--- src/rtl/seg7_pkg.sv ---
// Shared constants for the 7-segment scan driver: BCD digit width and
// active-high segment patterns, bit order {g,f,e,d,c,b,a}.
package seg7_pkg;

  localparam int unsigned BCD_W = 4;

  localparam logic [6:0] SEG_0    = 7'h3F;
  localparam logic [6:0] SEG_1    = 7'h06;
  localparam logic [6:0] SEG_2    = 7'h5B;
  localparam logic [6:0] SEG_3    = 7'h4F;
  localparam logic [6:0] SEG_4    = 7'h66;
  localparam logic [6:0] SEG_5    = 7'h6D;
  localparam logic [6:0] SEG_6    = 7'h7D;
  localparam logic [6:0] SEG_7    = 7'h07;
  localparam logic [6:0] SEG_8    = 7'h7F;
  localparam logic [6:0] SEG_9    = 7'h6F;
  localparam logic [6:0] SEG_DASH = 7'h40;
  localparam logic [6:0] SEG_OFF  = 7'h00;

endpackage

--- src/rtl/bcd_to_seg7.sv ---
// Combinational BCD to 7-segment decoder, active-high output.
// Codes 10..15 are not decimal digits and show a dash.
module bcd_to_seg7
  import seg7_pkg::*;
(
  input  logic [BCD_W-1:0] bcd,
  output logic [6:0]       seg
);

  // Pattern lookup for one digit
  always_comb begin
    seg = SEG_DASH;
    case (bcd)
      4'd0:    seg = SEG_0;
      4'd1:    seg = SEG_1;
      4'd2:    seg = SEG_2;
      4'd3:    seg = SEG_3;
      4'd4:    seg = SEG_4;
      4'd5:    seg = SEG_5;
      4'd6:    seg = SEG_6;
      4'd7:    seg = SEG_7;
      4'd8:    seg = SEG_8;
      4'd9:    seg = SEG_9;
      default: seg = SEG_DASH;
    endcase
  end

endmodule

--- src/rtl/seg7_scan_driver.sv ---
// Time-multiplexed driver for a common-segment 7-segment display.
// New digit values are staged in a pending register and only copied to the
// displayed register at a frame boundary, so a scan never shows mixed data.
// Build option: define SEG7_LZB_EN for leading-zero blanking of digits >= 1.
module seg7_scan_driver
  import seg7_pkg::*;
#(
  parameter int unsigned NUM_DIGITS = 4,
  parameter int unsigned SCAN_DIV   = 50000,
  parameter bit          ACTIVE_LOW = 1'b1
) (
  input  logic                        clk,
  input  logic                        reset,
  input  logic [NUM_DIGITS*BCD_W-1:0] bcd_in,
  input  logic                        bcd_valid,
  output logic [6:0]                  seg,
  output logic [NUM_DIGITS-1:0]       an,
  output logic                        frame_tick
);

  localparam int unsigned PW = (SCAN_DIV > 1) ? $clog2(SCAN_DIV) : 1;
  localparam int unsigned IW = (NUM_DIGITS > 1) ? $clog2(NUM_DIGITS) : 1;
  localparam int unsigned DW = NUM_DIGITS * BCD_W;

  logic [PW-1:0]         presc;
  logic [IW-1:0]         idx;
  logic [DW-1:0]         pending;
  logic [DW-1:0]         disp;
  logic                  pend;
  logic                  tick;
  logic                  frame_end;
  logic [BCD_W-1:0]      cur_digit;
  logic [6:0]            seg_act;
  logic [NUM_DIGITS-1:0] lit;
  logic [NUM_DIGITS-1:0] an_act;

  assign tick      = (presc == PW'(SCAN_DIV - 1));
  assign frame_end = tick && (idx == IW'(NUM_DIGITS - 1));

  // Prescaler and digit index
  always_ff @(posedge clk or posedge reset) begin
    if (reset) begin
      presc <= '0;
      idx   <= '0;
    end else if (tick) begin
      presc <= '0;
      if (idx == IW'(NUM_DIGITS - 1)) idx <= '0;
      else                            idx <= idx + IW'(1);
    end else begin
      presc <= presc + PW'(1);
    end
  end

  // Pending/displayed data; a load coinciding with the boundary skips the
  // pending stage so it is shown in the very next frame
  always_ff @(posedge clk or posedge reset) begin
    if (reset) begin
      pending <= '0;
      disp    <= '0;
      pend    <= 1'b0;
    end else if (frame_end) begin
      if (bcd_valid)  disp <= bcd_in;
      else if (pend)  disp <= pending;
      pend <= 1'b0;
    end else if (bcd_valid) begin
      pending <= bcd_in;
      pend    <= 1'b1;
    end
  end

  // Select the digit currently being scanned
  always_comb begin
    cur_digit = '0;
    for (int unsigned k = 0; k < NUM_DIGITS; k++) begin
      if (idx == IW'(k)) cur_digit = disp[k*BCD_W +: BCD_W];
    end
  end

  bcd_to_seg7 u_dec (
    .bcd (cur_digit),
    .seg (seg_act)
  );

`ifdef SEG7_LZB_EN
  // A digit stays lit if it or any more significant digit is non-zero;
  // digit 0 is always lit
  always_comb begin
    logic higher_nz;
    higher_nz = 1'b0;
    lit       = '0;
    for (int unsigned j = 0; j < NUM_DIGITS; j++) begin
      higher_nz |= |disp[(NUM_DIGITS-1-j)*BCD_W +: BCD_W];
      lit[NUM_DIGITS-1-j] = higher_nz || (j == NUM_DIGITS - 1);
    end
  end
`else
  // Every digit is enabled in its slot
  always_comb begin
    lit = '1;
  end
`endif

  // One-hot enable for the scanned digit, gated by blanking
  always_comb begin
    an_act = '0;
    for (int unsigned k = 0; k < NUM_DIGITS; k++) begin
      an_act[k] = (idx == IW'(k)) && lit[k];
    end
  end

  // Registered, polarity-adjusted outputs and frame pulse
  always_ff @(posedge clk or posedge reset) begin
    if (reset) begin
      seg        <= {7{ACTIVE_LOW}} ^ SEG_OFF;
      an         <= {NUM_DIGITS{ACTIVE_LOW}};
      frame_tick <= 1'b0;
    end else begin
      seg        <= {7{ACTIVE_LOW}} ^ seg_act;
      an         <= {NUM_DIGITS{ACTIVE_LOW}} ^ an_act;
      frame_tick <= frame_end;
    end
  end

endmodule

--- config.mk ---
export PLATFORM = sky130hd
export DESIGN_NAME = seg7_scan_driver
export DESIGN_NICKNAME = d
export VERILOG_FILES = /design/src/rtl/seg7_pkg.sv /design/src/rtl/bcd_to_seg7.sv /design/src/rtl/seg7_scan_driver.sv
export SDC_FILE = /design/constraint.sdc
export NUM_CORES = 1
export LEC_CHECK = 0
export CAP_MARGIN = 5
export CORE_AREA = 2 2 88 124
export CTS_CLUSTER_DIAMETER = 80
export DETAILED_ROUTE_END_ITERATION = 6
export DIE_AREA = 0 0 90 126
export DONT_BUFFER_PORTS = 1
export PLACE_DENSITY = 0.53
export SLEW_MARGIN = 0
export SYNTH_ARGS = -nofsm -noshare
export SYNTH_HDL_FRONTEND = slang
export SYNTH_SLANG_ARGS = --single-unit
--- constraint.sdc ---
create_clock -name clk -period 2.59 [get_ports clk]
set_input_delay 0.518 -clock clk [delete_from_list [all_inputs] [get_ports clk]]
set_output_delay 0.518 -clock clk [all_outputs]
set_load 0.01 [all_outputs]
## Word-level counts from Yosys, hierarchy flattened

Memories as Yosys holds them, arrays and structs flattened.
Index checks and enable logic that the tools add are counted.

| operators by class | value |
|---|---|
| equal/unequal tests | 4 |
| multipliers | 0 |
| divide/modulo/power cells | 0 |
| bitwise gates (word level) | 3 |
| mux-type cells | 10 |
| $lt $le $gt $ge | 0 |
| reductions and logical operators | 6 |
| $add $sub $neg | 2 |
| shift operators | 0 |

Operator list:

| cell | number |
|---|---|
| 16-bit 2-to-1 mux | 3 |
| 16-bit by 1-bit adder with 16-bit output (second input constant) | 1 |
| 16-bit equality test (second input constant) | 1 |
| 4-bit 2-to-1 mux | 4 |
| 7-bit inverter | 1 |
| 2-bit equality test (second input constant) | 2 |
| 4-bit inverter | 1 |
| 2-bit AND reduction | 2 |
| 2-bit nonzero test | 2 |
| 2-bit by 1-bit adder with 2-bit output (second input constant) | 1 |
| 2-bit by 1-bit equality test with 1-bit output (second input constant) | 1 |
| 2-bit zero test | 1 |
| 1-bit 2-to-1 mux | 2 |
| 2-bit 2-to-1 mux | 1 |
| 1-bit logical AND | 1 |
| 1-bit inverter | 1 |

| word-level totals | value |
|---|---|
| ROM bits | 112 |
| register bits | 63 |
| memories kept | 1 |
| logic and storage cells | 34 |
| bits in latches | 0 |
| RAM bits | 0 |
| output and inout port bits | 12 |

Memory list:

| name | words | width | read ports | clocked after Yosys merged registers in | wr ports | RTL line | text |
|---|---|---|---|---|---|---|---|
| (no name shown) | 16 | 7 | 1 | 0 | 0 | bcd_to_seg7.sv:13 | `case (bcd)` |

## Longest topological paths before layout

An unclocked memory read counts as a cell.

| logic depth | value |
|---|---|
| word-level depth | 7 |
| mapped depth | 8 |

## By module

From an unflattened synthesis, not the netlist that was laid out.

| unflattened totals | value |
|---|---|
| cell total of the unflattened synthesis | 289 |
| area total of the unflattened synthesis | 3024.2 µm² |

By module, submodules not included:

| module | area an instance (µm²) | instances | cells an instance |
|---|---|---|---|
| seg7_scan_driver | 2796.4 | 1 | 260 |
| bcd_to_seg7 | 227.7 | 1 | 29 |

## Least setup slack after synthesis

OpenSTA, ideal clock, no wires.

| timing | value |
|---|---|
| path kind | reg-to-reg |
| start | reg idx[1] |
| end | reg seg[5] |
| path buffers | 0 |
| cell stages (with the launch flop) | 9 |
| path slack | 0.390 ns |
| clock period less this slack | 2.200 ns |
| required time | 2.515 ns |
| arrival time | 2.125 ns |
| cells stage by stage | dfrtp_1 -> inv_1 -> ha_1 -> a211oi_1 -> a221oi_1 -> inv_1 -> ha_1 -> mux2_2 -> a2bb2oi_1 |

| on the way | value |
|---|---|
| cells in the longest elaborated chain, start to end | 7 |
| elaborated cells on any way between the ends | 10 |

Ends and longest elaborated chain:

| what | RTL line | text |
|---|---|---|
| start, declared | seg7_scan_driver.sv:26 | `logic [IW-1:0] idx;` |
| start signal, assigned | seg7_scan_driver.sv:48 | `else idx <= idx + IW'(1);` |
| 2-bit zero test | seg7_scan_driver.sv:75 | `if (idx == IW'(k)) cur_digit = disp[k*BCD_W +: BCD_W];` |
| 4-bit 2-to-1 mux (3 in series) | seg7_scan_driver.sv:75 |  |
| 4-bit 2-to-1 mux * | seg7_scan_driver.sv:75 |  |
| memory read 16 x 7 bit * | - |  |
| 7-bit inverter (no source line) * | - |  |
| end signal, assigned | seg7_scan_driver.sv:114 | `seg <= {7{ACTIVE_LOW}} ^ SEG_OFF;` |
| end signal, assigned | seg7_scan_driver.sv:118 | `seg <= {7{ACTIVE_LOW}} ^ seg_act;` |
| end, declared | seg7_scan_driver.sv:16 | `output logic [6:0] seg,` |

Every way passes the cells marked *; elsewhere a longest branch is shown, timed or not.
A chain may end at the register's enable or synchronous reset.

## Worst setup path in the final report

| timing | value |
|---|---|
| start | reg presc[4] |
| end | reg pending[5] |

| on the way | value |
|---|---|
| cells in the longest elaborated chain, start to end | 4 |

Ends and longest elaborated chain:

| what | RTL line | text |
|---|---|---|
| start, declared | seg7_scan_driver.sv:25 | `logic [PW-1:0] presc;` |
| start signal, assigned | seg7_scan_driver.sv:50 | `presc <= presc + PW'(1);` |
| 16-bit equality test | seg7_scan_driver.sv:37 | `assign tick = (presc == PW'(SCAN_DIV - 1));` |
| 1-bit logical AND | seg7_scan_driver.sv:38 | `assign frame_end = tick && (idx == IW'(NUM_DIGITS - 1));` |
| 1-bit inverter (no source line) | - |  |
| 2-bit AND reduction (no source line) | - |  |
| end signal, assigned | seg7_scan_driver.sv:66 | `pending <= bcd_in;` |
| end, declared | seg7_scan_driver.sv:27 | `logic [DW-1:0] pending;` |

No other way between the ends.

==> results.py <==
metrics = {
    "floorplan": {
        "core_area_sq_mm": 0.0102,
        "std_cell_rows": 44,
        "die_y_um": 126,
        "die_area_sq_mm": 0.0113,
        "die_w_um": 90,
        "start_util_pct": 29.6,
        "io_pins": 31,
    },
    "final_layout": {
        "drive_above_1_share_pct": 26.3,
        "final_cell_mix": "52 x dfrtp_1, 21 x mux2_2, 17 x mux2_1",
        "stdcell_area_sq_mm": 0.00353,
        "diodes": 0,
        "final_common_cell": "dfrtp_1",
        "finalNetCount": 271,
        "n_fill_cell": 1042,
        "area_delta_synth_final_pct": 16.7,
    },
    "placed_design": {
        "gp_congestion": 0.757,
        "dp_hpwl_um": 4190,
        "port_buffers": 0,
        "placement.setup.worst_slack_ns": 0.336,
        "dpl-instance-area_sq_mm": 0.00321,
    },
    "cts": {
        "clk_path_buf_depth": 2,
        "clock_sinks": 63,
        "cts_root_buf": "clkbuf_16",
        "cts_tree": "yes",
        "ctsHoldBuffers": 0,
        "numCtsBuffers": 9,
        "clk_latency_ns": 0.33,
        "cts-htree-levels": 3,
        "post_cts_resized": 0,
        "postCtsSetupBuffers": 0,
        "path_clk_slew_ns": 0.05,
    },
    "global_route": {
        "antenna_found_initial": 0,
        "overflow": 0,
        "grtUsageTotal_pct": 11.2,
        "grt_first_pass_wirelength_um": 9760,
        "grt_max_degree": 42,
        "grt_pass1_vias": 1906,
    },
    "synthesis": {
        "ys_warn_count": 0,
        "ys_seq_area_share_pct": 52.5,
        "ys_ff_latch": 63,
        "synth_area_sq_mm": 0.00303,
        "ys_types": 44,
        "synth_top_area_share_pct": 43.0,
        "yosys.area.top_type": "dfrtp_1",
        "syn_avg_cell_area_sq_um": 13.0,
        "synth_edf_count": 0,
        "synth_flop_cell": "dfrtp_1",
        "async_flop_share_pct": 100,
        "ys_top_cells_by_area": "dfrtp_1 43%, dfstp_2 9.5%, mux2_2 7.8%, mux2_1 6.3%, ha_1 4.1%",
        "netlist_instances": 233,
        "synth.net_count": 262,
    },
    "sta": {
        "worst_pin_slew_ns": 0.505,
        "clock_skew_ns": 0.00596,
        "relSlewSlack_pct": 66.3,
        "rsz0062_at_grt": "false",
        "clock.fmax_mhz": 449,
        "setup_slack_ns": 0.364,
        "setup_viol": 0,
        "slew_violations": 0,
        "hold_ws_ns": 0.102,
        "final.setup.tns_ns": 0,
        "hold_viol": 0,
        "fin_crit_ns": 2.23,
        "finalCritPeriodShare_pct": 85.9,
    },
    "worst_setup_path": {
        "regToRegSetupSlack_ns": 0.36,
        "critPathKind": "reg2reg",
        "startpoint": "presc[4]$_DFF_PP0_",
        "r2r_end": "pending[5]$_DFFE_PP0P_",
        "start_kind": "register",
        "r2r-start": "presc[4]$_DFF_PP0_",
        "cp-end-kind": "register",
        "crit_required_ns": 2.80,
        "crit_arrival_ns": 2.43,
        "crit_fanout": 11,
        "ff2ff_path_depth": 5,
    },
    "routing": {
        "drt-total-wl_um": 5670,
        "vias": 1771,
        "wl_per_cell_um": 14.7,
        "drtPass1Iterations": 4,
        "route.detailed.drc": 0,
        "final_antenna_net_count": 0,
        "drtIter0Drc": 69,
        "avgViaCountPerCell": 4.60,
    },
    "status": {
        "status": "complete, no violations",
    },
    "power": {
        "leakagePower_nw": 1.63,
        "powerDensity_mw_per_mm2": 680,
        "ir_drop_mv": 0.232,
    },
    "flow_run": {
        "cap_violations": 0,
    },
    "hold_path": {
        "hold_class": "in2async",
    },
}
## registers in the layout (all words and copies together) (netlist names)
signal      cells
seg             7
presc          16
pending        16
frame_tick      1
pend            1
idx             2
an              4
disp           16
## cells by family after synthesis
logic type / count (synthesis) / share of synthesized area, %
flip-flops: 63 / 52.5
multiplexers: 53 / 20.4
AND/OR/NAND/NOR: 52 / 10.6
AO/OA/AOI/OAI: 22 / 5.58
buffers and inverters: 21 / 3.26
XOR/XNOR: 12 / 3.47
adder cells (fa/ha/maj): 10 / 4.13
## cell usage after synthesis, types with 2 or more instances
| library cell | number |
|---|---|
| clkbuf_1 | 4 |
| a21oi_1 | 3 |
| nor4_1 | 2 |
| nand3_1 | 7 |
| a2bb2oi_1 | 3 |
| nand2b_1 | 2 |
| and2_1 | 2 |
| nor3b_1 | 2 |
| and3b_1 | 2 |
| a31oi_1 | 2 |
| buf_6 | 2 |
| o221ai_1 | 2 |
| nand2_1 | 7 |
| inv_1 | 13 |
| mux2_1 | 17 |
| xor2_1 | 5 |
| o21ai_0 | 2 |
| dfrtp_1 | 52 |
| nand3b_1 | 2 |
| xnor2_1 | 7 |
| ha_1 | 10 |
| a211oi_1 | 3 |
| dfstp_2 | 11 |
| mux2_4 | 8 |
| mux2i_1 | 7 |
| nor2_1 | 12 |
| nand4_1 | 4 |
| nor3_1 | 2 |
| a21o_1 | 2 |
| nor2b_1 | 2 |
| mux2_2 | 21 |
## routing by layer
metal  share of wire, %  up-vias  track usage [%]
met5                  0        -                0
met4                2.8        0             6.33
met3                6.0       13             4.49
met2                 50       36             18.4
met1                 41      879             12.2
li1                   -      843                -
## metrics by stage
step,cells,power (mW),utilization [%]
final,385,2.40,34.5
after global routing,385,2.51,34.5
after CTS,385,2.44,34.5
after detailed placement,369,1.12,31.3
after global placement,369,1.12,31.3
after floorplan,233,1.11,-
## worst max path at each step
| stage | to | slack, ns | cells after the start |
|---|---|---|---|
| 6_report | pending[5]$_DFFE_PP0P_ | 0.36 | 5 |
| 5_1_grt | seg[0]$_DFF_PP1_ | 0.15 | 7 |
| 4_1_cts | pending[5]$_DFFE_PP0P_ | 0.33 | 5 |
| 3_5_place_dp | pending[0]$_DFFE_PP0P_ | 0.34 | 5 |
| 3_3_place_gp | pending[3]$_DFFE_PP0P_ | 0.35 | 5 |
| 2_1_floorplan | seg[5]$_DFF_PP1_ | 0.39 | 8 |
## worst max-delay path, stage by stage, from the launching register on
cell and delay (ns):
dfrtp_1 0.41, or4b_1 0.57, nor4_4 0.37, a21bo_1 0.19
buf_4 0.22, mux2_1 0.34
## final cells by class
cell class	count	area, sq um	area share [%]
Timing Repair Buffer	6	57.6	1.63
Multi-Input combinational cell	149	1340	37.9
Sequential cell	63	1590	45.0
Clock buffer	13	260	7.37
Clock inverter	3	65.1	1.84
Tap cell	138	173	4.89
Inverter	13	48.8	1.38
## report_power, final
| group | leakage [nW] | switching (mW) | internal, mW |
|---|---|---|---|
| registers | 0.774 | 0.0109 | 1.01 |
| logic | 0.693 | 0.0372 | 0.0436 |
| clock network | 0.160 | 0.406 | 0.893 |
| total | 1.63 | 0.454 | 1.95 |
No activity file was read; power rests on OpenSTA's default activity.
